$ cat config.mk
export PLATFORM = sky130hd
export DESIGN_NAME = dfr_sequencer
export DESIGN_NICKNAME = d
export VERILOG_FILES = /design/src/rtl/dfr_sequencer.sv
export SDC_FILE = /design/constraint.sdc
export NUM_CORES = 2
export LEC_CHECK = 0
export ABC_AREA = 1
export BUFFER_PORTS_ARGS = -buffer_cell sky130_fd_sc_hd__buf_2
export CAP_MARGIN = 40
export CELL_PAD_IN_SITES_DETAIL_PLACEMENT = 1
export CELL_PAD_IN_SITES_GLOBAL_PLACEMENT = 1
export CORE_MARGIN = 2
export CORE_UTILIZATION = 40
export CTS_CLUSTER_DIAMETER = 150
export DETAILED_ROUTE_END_ITERATION = 12
export PLACE_DENSITY = 0.87
export SETUP_SLACK_MARGIN = 0.3
export SYNTH_ARGS = -nofsm -noshare
export SYNTH_HDL_FRONTEND = slang
export SYNTH_SLANG_ARGS = --single-unit
$ cat constraint.sdc
create_clock -name clk -period 6.9 [get_ports clk]
set_input_delay 1.38 -clock clk [delete_from_list [all_inputs] [get_ports clk]]
set_output_delay 1.38 -clock clk [all_outputs]
set_load 0.01 [all_outputs]
$ cat src/rtl/dfr_sequencer.sv
// Phase sequencer for the DFR core: walks init/train/test phases, feeds one
// input sample per reservoir step and routes states to memory or the accumulator.
module dfr_sequencer #(
    parameter int VIRTUAL_NODES = 10,
    parameter int DATA_WIDTH    = 32,
    parameter int ADDR_WIDTH    = 16
) (
    input  logic                  clk,
    input  logic                  rst,
    input  logic                  start,
    input  logic [31:0]           num_init_samples,
    input  logic [31:0]           num_train_samples,
    input  logic [31:0]           num_test_samples,
    input  logic [31:0]           num_steps_per_sample,
    output logic                  busy,
    output logic                  done,
    output logic [1:0]            phase,
    output logic                  in_mem_rd,
    output logic [ADDR_WIDTH-1:0] in_mem_addr,
    input  logic [DATA_WIDTH-1:0] in_mem_rdata,
    output logic                  w_mem_rd,
    output logic [ADDR_WIDTH-1:0] w_mem_addr,
    input  logic [DATA_WIDTH-1:0] w_mem_rdata,
    output logic                  res_in_valid,
    output logic [DATA_WIDTH-1:0] res_in_data,
    input  logic                  res_in_ready,
    input  logic                  res_out_valid,
    input  logic [DATA_WIDTH-1:0] res_out_data,
    output logic                  rs_mem_wr,
    output logic [ADDR_WIDTH-1:0] rs_mem_addr,
    output logic [DATA_WIDTH-1:0] rs_mem_wdata,
    output logic                  out_mem_wr,
    output logic [ADDR_WIDTH-1:0] out_mem_addr,
    output logic [DATA_WIDTH-1:0] out_mem_wdata
);

    if (VIRTUAL_NODES < 1) begin : g_bad_nodes
        $error("dfr_sequencer: VIRTUAL_NODES must be at least 1");
    end

    typedef enum logic [2:0] {
        S_IDLE,
        S_FETCH,
        S_ISSUE,
        S_WAIT_RES,
        S_STORE,
        S_WRITE_OUT,
        S_DONE
    } state_t;

    localparam logic [1:0] PH_NONE  = 2'd0;
    localparam logic [1:0] PH_INIT  = 2'd1;
    localparam logic [1:0] PH_TRAIN = 2'd2;
    localparam logic [1:0] PH_TEST  = 2'd3;

    state_t                state_q, state_d;
    logic [1:0]            phase_q;
    logic [31:0]           n_init_q, n_train_q, n_test_q, n_steps_q;
    logic [31:0]           s_q, k_q;
    logic [ADDR_WIDTH-1:0] ia_q, ra_q;
    logic [DATA_WIDTH-1:0] acc_q, sample_q, weight_q, res_q;
    logic                  fresh_q;

    logic [1:0]            first_phase, next_phase;
    logic [31:0]           phase_cnt;
    logic                  last_step, last_sample, sample_end;
    logic [DATA_WIDTH-1:0] prod, cur_sample;

    // Lowest-numbered non-empty phase strictly after 'after'; 0 means none left.
    function automatic logic [1:0] pick_phase(input logic [1:0] after,
                                              input logic [31:0] ni, nt, nx, ns);
        logic [1:0] p;
        p = PH_NONE;
        if (ns != 32'd0) begin
            if (after < PH_TEST  && nx != 32'd0) p = PH_TEST;
            if (after < PH_TRAIN && nt != 32'd0) p = PH_TRAIN;
            if (after < PH_INIT  && ni != 32'd0) p = PH_INIT;
        end
        return p;
    endfunction

    always_comb begin
        first_phase = pick_phase(PH_NONE, num_init_samples, num_train_samples,
                                 num_test_samples, num_steps_per_sample);
        next_phase  = pick_phase(phase_q, n_init_q, n_train_q, n_test_q, n_steps_q);
        case (phase_q)
            PH_INIT:  phase_cnt = n_init_q;
            PH_TRAIN: phase_cnt = n_train_q;
            PH_TEST:  phase_cnt = n_test_q;
            default:  phase_cnt = 32'd0;
        endcase
        last_step   = (s_q == n_steps_q - 32'd1);
        last_sample = (k_q == phase_cnt - 32'd1);
        sample_end  = (state_q == S_STORE && last_step && phase_q != PH_TEST) ||
                      (state_q == S_WRITE_OUT);
        prod        = res_q * weight_q;
        // Read data is only valid in the first ISSUE cycle; afterwards the copy holds it.
        cur_sample  = fresh_q ? in_mem_rdata : sample_q;
    end

    always_ff @(posedge clk) begin
        if (rst) begin
            state_q   <= S_IDLE;
            phase_q   <= PH_NONE;
            n_init_q  <= '0;
            n_train_q <= '0;
            n_test_q  <= '0;
            n_steps_q <= '0;
            s_q       <= '0;
            k_q       <= '0;
            ia_q      <= '0;
            ra_q      <= '0;
            acc_q     <= '0;
            sample_q  <= '0;
            weight_q  <= '0;
            res_q     <= '0;
            fresh_q   <= 1'b0;
        end else begin
            state_q <= state_d;
            fresh_q <= (state_q == S_FETCH);
            case (state_q)
                S_IDLE: begin
                    if (start) begin
                        n_init_q  <= num_init_samples;
                        n_train_q <= num_train_samples;
                        n_test_q  <= num_test_samples;
                        n_steps_q <= num_steps_per_sample;
                        phase_q   <= first_phase;
                        s_q       <= '0;
                        k_q       <= '0;
                        ia_q      <= '0;
                        ra_q      <= '0;
                        acc_q     <= '0;
                    end
                end
                S_ISSUE: begin
                    if (fresh_q) begin
                        sample_q <= in_mem_rdata;
                        weight_q <= w_mem_rdata;
                    end
                end
                S_WAIT_RES: begin
                    if (res_out_valid) res_q <= res_out_data;
                end
                S_STORE: begin
                    ia_q <= ia_q + 1'b1;
                    if (phase_q == PH_TRAIN) ra_q <= ra_q + 1'b1;
                    if (phase_q == PH_TEST) acc_q <= acc_q + prod;
                    s_q <= last_step ? 32'd0 : s_q + 32'd1;
                end
                S_WRITE_OUT: acc_q <= '0;
                default: ;
            endcase
            if (sample_end) begin
                if (last_sample) begin
                    k_q     <= '0;
                    phase_q <= next_phase;
                end else begin
                    k_q <= k_q + 32'd1;
                end
            end
        end
    end

    always_comb begin
        state_d       = state_q;
        busy          = (state_q != S_IDLE);
        done          = 1'b0;
        phase         = phase_q;
        in_mem_rd     = 1'b0;
        in_mem_addr   = '0;
        w_mem_rd      = 1'b0;
        w_mem_addr    = '0;
        res_in_valid  = 1'b0;
        res_in_data   = '0;
        rs_mem_wr     = 1'b0;
        rs_mem_addr   = '0;
        rs_mem_wdata  = '0;
        out_mem_wr    = 1'b0;
        out_mem_addr  = '0;
        out_mem_wdata = '0;
        case (state_q)
            S_IDLE: begin
                if (start) state_d = (first_phase != PH_NONE) ? S_FETCH : S_DONE;
            end
            S_FETCH: begin
                in_mem_rd   = 1'b1;
                in_mem_addr = ia_q;
                if (phase_q == PH_TEST) begin
                    w_mem_rd   = 1'b1;
                    w_mem_addr = s_q[ADDR_WIDTH-1:0];
                end
                state_d = S_ISSUE;
            end
            S_ISSUE: begin
                res_in_valid = 1'b1;
                res_in_data  = cur_sample;
                if (res_in_ready) state_d = S_WAIT_RES;
            end
            S_WAIT_RES: begin
                if (res_out_valid) state_d = S_STORE;
            end
            S_STORE: begin
                if (phase_q == PH_TRAIN) begin
                    rs_mem_wr    = 1'b1;
                    rs_mem_addr  = ra_q;
                    rs_mem_wdata = res_q;
                end
                if (!last_step)              state_d = S_FETCH;
                else if (phase_q == PH_TEST) state_d = S_WRITE_OUT;
                else if (!last_sample)       state_d = S_FETCH;
                else                         state_d = (next_phase != PH_NONE) ? S_FETCH : S_DONE;
            end
            S_WRITE_OUT: begin
                out_mem_wr    = 1'b1;
                out_mem_addr  = k_q[ADDR_WIDTH-1:0];
                out_mem_wdata = acc_q;
                if (!last_sample) state_d = S_FETCH;
                else              state_d = (next_phase != PH_NONE) ? S_FETCH : S_DONE;
            end
            S_DONE: begin
                done    = 1'b1;
                state_d = S_IDLE;
            end
            default: state_d = S_IDLE;
        endcase
    end

endmodule

# Yosys cells after proc, flatten, opt, wreduce, memory -nomap -nowiden
# Cells that the tools add are included.
op_classes:
  addsub: 7
  mul: 1
  n_lt_le_gt_ge: 3
  eq_ne: 17
  n_mux: 53
  reduce_logical: 30
op_table:
  columns: ["op", "count"]
  rows:
  - ["32-bit two-way mux", 11]
  - ["32-bit nonzero test", 8]
  - ["32-bit case mux with 3 select lines", 2]
  - ["16-bit two-way mux", 8]
  - ["32-bit by 1-bit adder with 32-bit output, second input constant", 2]
  - ["32-bit == test", 2]
  - ["16-bit case mux with 2 select lines", 2]
  - ["32-bit case mux with 2 select lines", 1]
  - ["32-bit by 1-bit subtractor with 32-bit output, second input constant", 2]
  - ["16-bit by 1-bit adder with 16-bit output, second input constant", 2]
  - ["32-bit adder", 1]
  - ["32-bit by 32-bit multiplier with 32-bit output", 1]
  - ["2-bit two-way mux", 12]
  - ["3-bit two-way mux", 8]
  - ["3-bit case mux with 6 select lines", 1]
  - ["2-bit AND reduction", 5]
  - ["2-bit nonzero test", 5]
  - ["3-bit == test, second input constant", 3]
  - ["3-bit AND reduction", 3]
  - ["1-bit two-way mux", 8]
  - ["2-bit inequality test, second input constant", 4]
  - ["3-bit by 2-bit == test with 1-bit output, second input constant", 2]
  - ["3-bit nonzero test", 2]
  - ["1-bit logical AND", 5]
  - ["8 further kinds", 11]
word_totals:
  ff_bits: 358
  inputBits: 229
  output_inout_bits: 169

# Logic depth before layout (Yosys ltp)
depth:
  word_depth: 12
  depth_mapped: 33
  ltp_nobuf: 31

# Worst setup path after synthesis
# No wires, ideal clock.
synth_path:
  path_kind: "register to register"
  start: "register weight_q[5]"
  end: "register acc_q[31]"
  setup_ps: 132
  arrival_ps: 6351
  t_required_ps: 6768
  slack_ps: 417
  path_stages_with_launch: 29
  synth_period_minus_slack_ps: 6483
  cell_sequence: "dfxtp_1 > clkbuf_1 > clkbuf_1 > nand2_1 > inv_1 > fa_1 > fa_1 > fa_1 > inv_1 > fa_1 > inv_1 > fa_1 > inv_1 > fa_1 > inv_1 > fa_1 > inv_1 > fa_1 > inv_1 > ha_1 > a21oi_1 > o21ai_0 > a21oi_1 > o2111ai_1 > or2_2 > inv_1 > nand2_1 > nand3_1 > a21oi_1"
synth_via:
  elab_chain_cells: 4
synth_lines:
  columns: ["element", "line", "text"]
  rows:
  - ["start: declaration", "61", "logic [DATA_WIDTH-1:0] acc_q, sample_q, weight_q, res_q;"]
  - ["start signal: assignment", "139", "weight_q <= w_mem_rdata;"]
  - ["32-bit by 32-bit multiplier with 32-bit output", "96", "prod = res_q * weight_q;"]
  - ["32-bit adder", "148", "if (phase_q == PH_TEST) acc_q <= acc_q + prod;"]
  - ["32-bit two-way mux", "148", null]
  - ["32-bit case mux with 3 select lines", "121", "case (state_q)"]
  - ["end signal: assignment", "148", null]
  - ["end: declaration", "61", null]
# Every way passes these cells. The select of a mux whose other input is x is not followed.
# A chain may end at the register's enable or synchronous reset.

# Final worst setup path
layout_path:
  start: "register res_q[12]"
  end: "register acc_q[31]"
layout_via:
  elab_chain_cells: 4
layout_lines:
  columns: ["element", "line", "text"]
  rows:
  - ["start: declaration", "61", null]
  - ["start signal: assignment", "143", "if (res_out_valid) res_q <= res_out_data;"]
  - ["32-bit by 32-bit multiplier with 32-bit output", "96", null]
  - ["32-bit adder", "148", null]
  - ["32-bit two-way mux", "148", null]
  - ["32-bit case mux with 3 select lines", "121", null]
# Every way passes these cells. The select of a mux whose other input is x is not followed.

==> flow_summary.yaml <==
placed_design:
  dp_hpwl_um: 119000
  port_buffers: 397
  dp.cells: 6958
  dpl-instance-area_um2: 41300
  place.gp.congestion: 0.933
  place_ws_ps: -260
critical_path:
  cp-end-kind: "register"
  setup.worst_path.class: "register to register"
  worst-path-buf-inv: 8
  critPathSlowestCell: "fa_1"
  slowest_delay_ps: 810
  crit_family: "adder cells"
  cp.required_ps: 7350
  cp-start-kind: "register"
  critPathMaxFanout: 7
  cpMostUsedCell: "fa_1"
  cp.arrival_ps: 7800
detailed_routing:
  wl_um: 177000
  wl_met2_um: 80100
  top_layer_used: "met5"
  met1Wirelength_um: 62200
  drc: 0
  viasPerCell: 5.63
  drt_first_iter_violations: 3882
  via_count: 40100
  first_pass_iters: 6
  wl_per_cell_um: 24.8
  wl_met3_um: 18900
  ant_nets: 0
cts:
  h-tree-depth: 2
  clkTransAtPathRegs_ps: 60
  cts-root-buf: "clkbuf_16"
  cts_tree: "done"
  numCtsBuffers: 46
  clk_path_buf_depth: 3
  clock_latency_ps: 670
  cts.sinks: 358
synthesis:
  ys_top_cells_by_area: "fa_1 24%, dfxtp_1 19%, nand2_1 12%"
  ys_types: 49
  syn_inst: 5418
  syn_area_per_cell_um2: 6.88
  netlist_area_um2: 37300
  yosys_warnings: 0
  syn_nets: 6215
  netlist.area_leader.share: 0.235
  ys_seq_elements: 358
  ys_seq_area_frac: 0.192
  post-synth-top-area-cell: "fa_1"
pwr:
  switching_share: 0.428
  switching_power_mw: 3.48
  peakVddDrop_v: 0.000197
  power_frac_clock: 0.312
  p_comb_frac: 0.363
  intPower_mw: 4.65
  power.density_nw_per_um2: 181
  leakage_nw: 23.0
  seq_power_share: 0.325
global_routing:
  grt_max_degree: 167
  track_usage: 0.328
  first_global_vias: 41200
  grt_pass1_wl_um: 239000
  overflow: 0
  antenna_found_initial: 21
layout:
  most-common-layout-cells: "1143 x nand2_1, 1097 x inv_1, 600 x nor2_1"
  fin_cells: 7132
  multi_input_area_um2: 25700
  layout_commonest_cell: "nand2_1"
  fin_nets: 6645
  fin_area_um2: 45000
  fillers: 11900
  ff_latch_area_um2: 7260
  area_delta_synth_final_pct: 20.7
  utilization: 0.489
  drive_gt1_frac: 0.181
hold_path:
  worstHoldPathType: "register to register"
sta:
  rsz0062_at_grt: "true"
  finClkSkew_ps: 67.6
  hold_viol: 0
  setup_viol: 8
  slew_violations: 0
  worst_pin_slew_ps: 935
  period_share: 1.07
  layout_min_cycle_time_ps: 7350
  finalWorstSetupSlack_ps: -452
  max_freq_ghz: 0.136
  worst_slew_margin_rel: 0.376
outcome:
  violations: "setup timing"
  status: "finished, violations left"
floorplan:
  core_area_um2: 91900
  start_util: 0.405
  die_area_um2: 95600
  ios: 398
  dieHeight_um: 309
  die_w_um: 309
  row_count: 111
run:
  cap_violations: 0
[sequential cells by signal (all words and copies together) (netlist names), 3 cells and up]
register   cells
acc_q         32
ia_q          16
k_q           32
n_init_q      32
n_steps_q     32
n_test_q      32
n_train_q     32
ra_q          16
res_q         32
s_q           32
sample_q      32
state_q        3
weight_q      32
[cells in the mapped netlist (all sizes together)]
cell type  count
nand2       1176
inv         1170
nor2         654
fa           438
dfxtp        358
a21oi        300
o21ai        254
clkbuf       219
nand3        215
ha           130
xor2         112
nand4         77
nor4          65
xnor2         59
buf           46
nor3          46
or2           22
nand3b        18
a21boi        12
o21bai        10
a221oi         5
a211oi         4
o2111ai        4
or4            4
nor3b          3
o211ai         3
a22oi          2
a31oi          2
o21a           2
or3            2
a21o           1
and3           1
clkinv         1
o221ai         1
o22ai          1
o311ai         1
[path summary, 6_finish.rpt]
path | from | to | slack, ps | cells after the start
setup reg to reg | res_q[12]$_SDFFE_PP0P_ | acc_q[31]$_SDFFE_PP0P_ | -450 | 27
hold reg to reg | sample_q[12]$_SDFFE_PP0P_ | sample_q[12]$_SDFFE_PP0P_ | 470 | 2
setup / recovery | res_q[12]$_SDFFE_PP0P_ | acc_q[31]$_SDFFE_PP0P_ | -450 | 27
hold / removal | sample_q[12]$_SDFFE_PP0P_ | sample_q[12]$_SDFFE_PP0P_ | 470 | 2
[routing by layer]
layer	up-vias	GRT usage
li1	17200	-
met3	987	0.0908
met1	19500	0.374
met4	24	0.193
met5	-	0
met2	2436	0.549
[layout make-up]
cell class,count,share of cell area
clock inverters,21,0.00593
inverters,1171,0.0980
repair buffers,647,0.101
multi-input cells,3624,0.570
diodes,8,0.000445
flip-flops and latches,358,0.161
well taps,1243,0.0346
clock buffers,60,0.0281
[cell families after synthesis]
| family | Yosys count | synth area share |
|---|---|---|
| buffers and inverters | 1436 | 0.147 |
| AND/OR/NAND/NOR | 2283 | 0.257 |
| flip-flops | 358 | 0.192 |
| XOR/XNOR | 171 | 0.0402 |
| adder cells (fa/ha/maj) | 568 | 0.279 |
| AO/OA/AOI/OAI | 602 | 0.0845 |
[power by group through the flow]
stage	sequential, mW	clock [mW]	combinational (mW)
after floorplan	2.53	0	1.92
after global placement	2.65	0	2.67
after detailed placement	2.66	0	2.75
after CTS	2.62	2.54	2.82
after global routing	2.67	2.63	3.24
final	2.64	2.54	2.96
[metrics by stage]
stage	total power, mW	setup TNS [ps]	hold WS [ps]
after global routing	8.54	-2730	483
after global placement	5.31	0	448
after detailed placement	5.41	-2030	456
after CTS	7.99	0	467
final	8.14	-1810	465
after floorplan	4.45	0	437
[tightest hold or removal path, cell delays in order (launching register included)]
cell and delay, ps:
dfxtp_1 310, nand2_1 60, a21oi_1 50
[timing repair]
item                                    in CTS  in global routing
endpoints found under the setup margin      14                 14
pin swaps                                   42                126
cloned                                       4                  6
setup buffers                               38                 36
hold buffers                                 0                  0
gates resized for setup                    120                250
No activity file was read; power rests on OpenSTA's default activity.
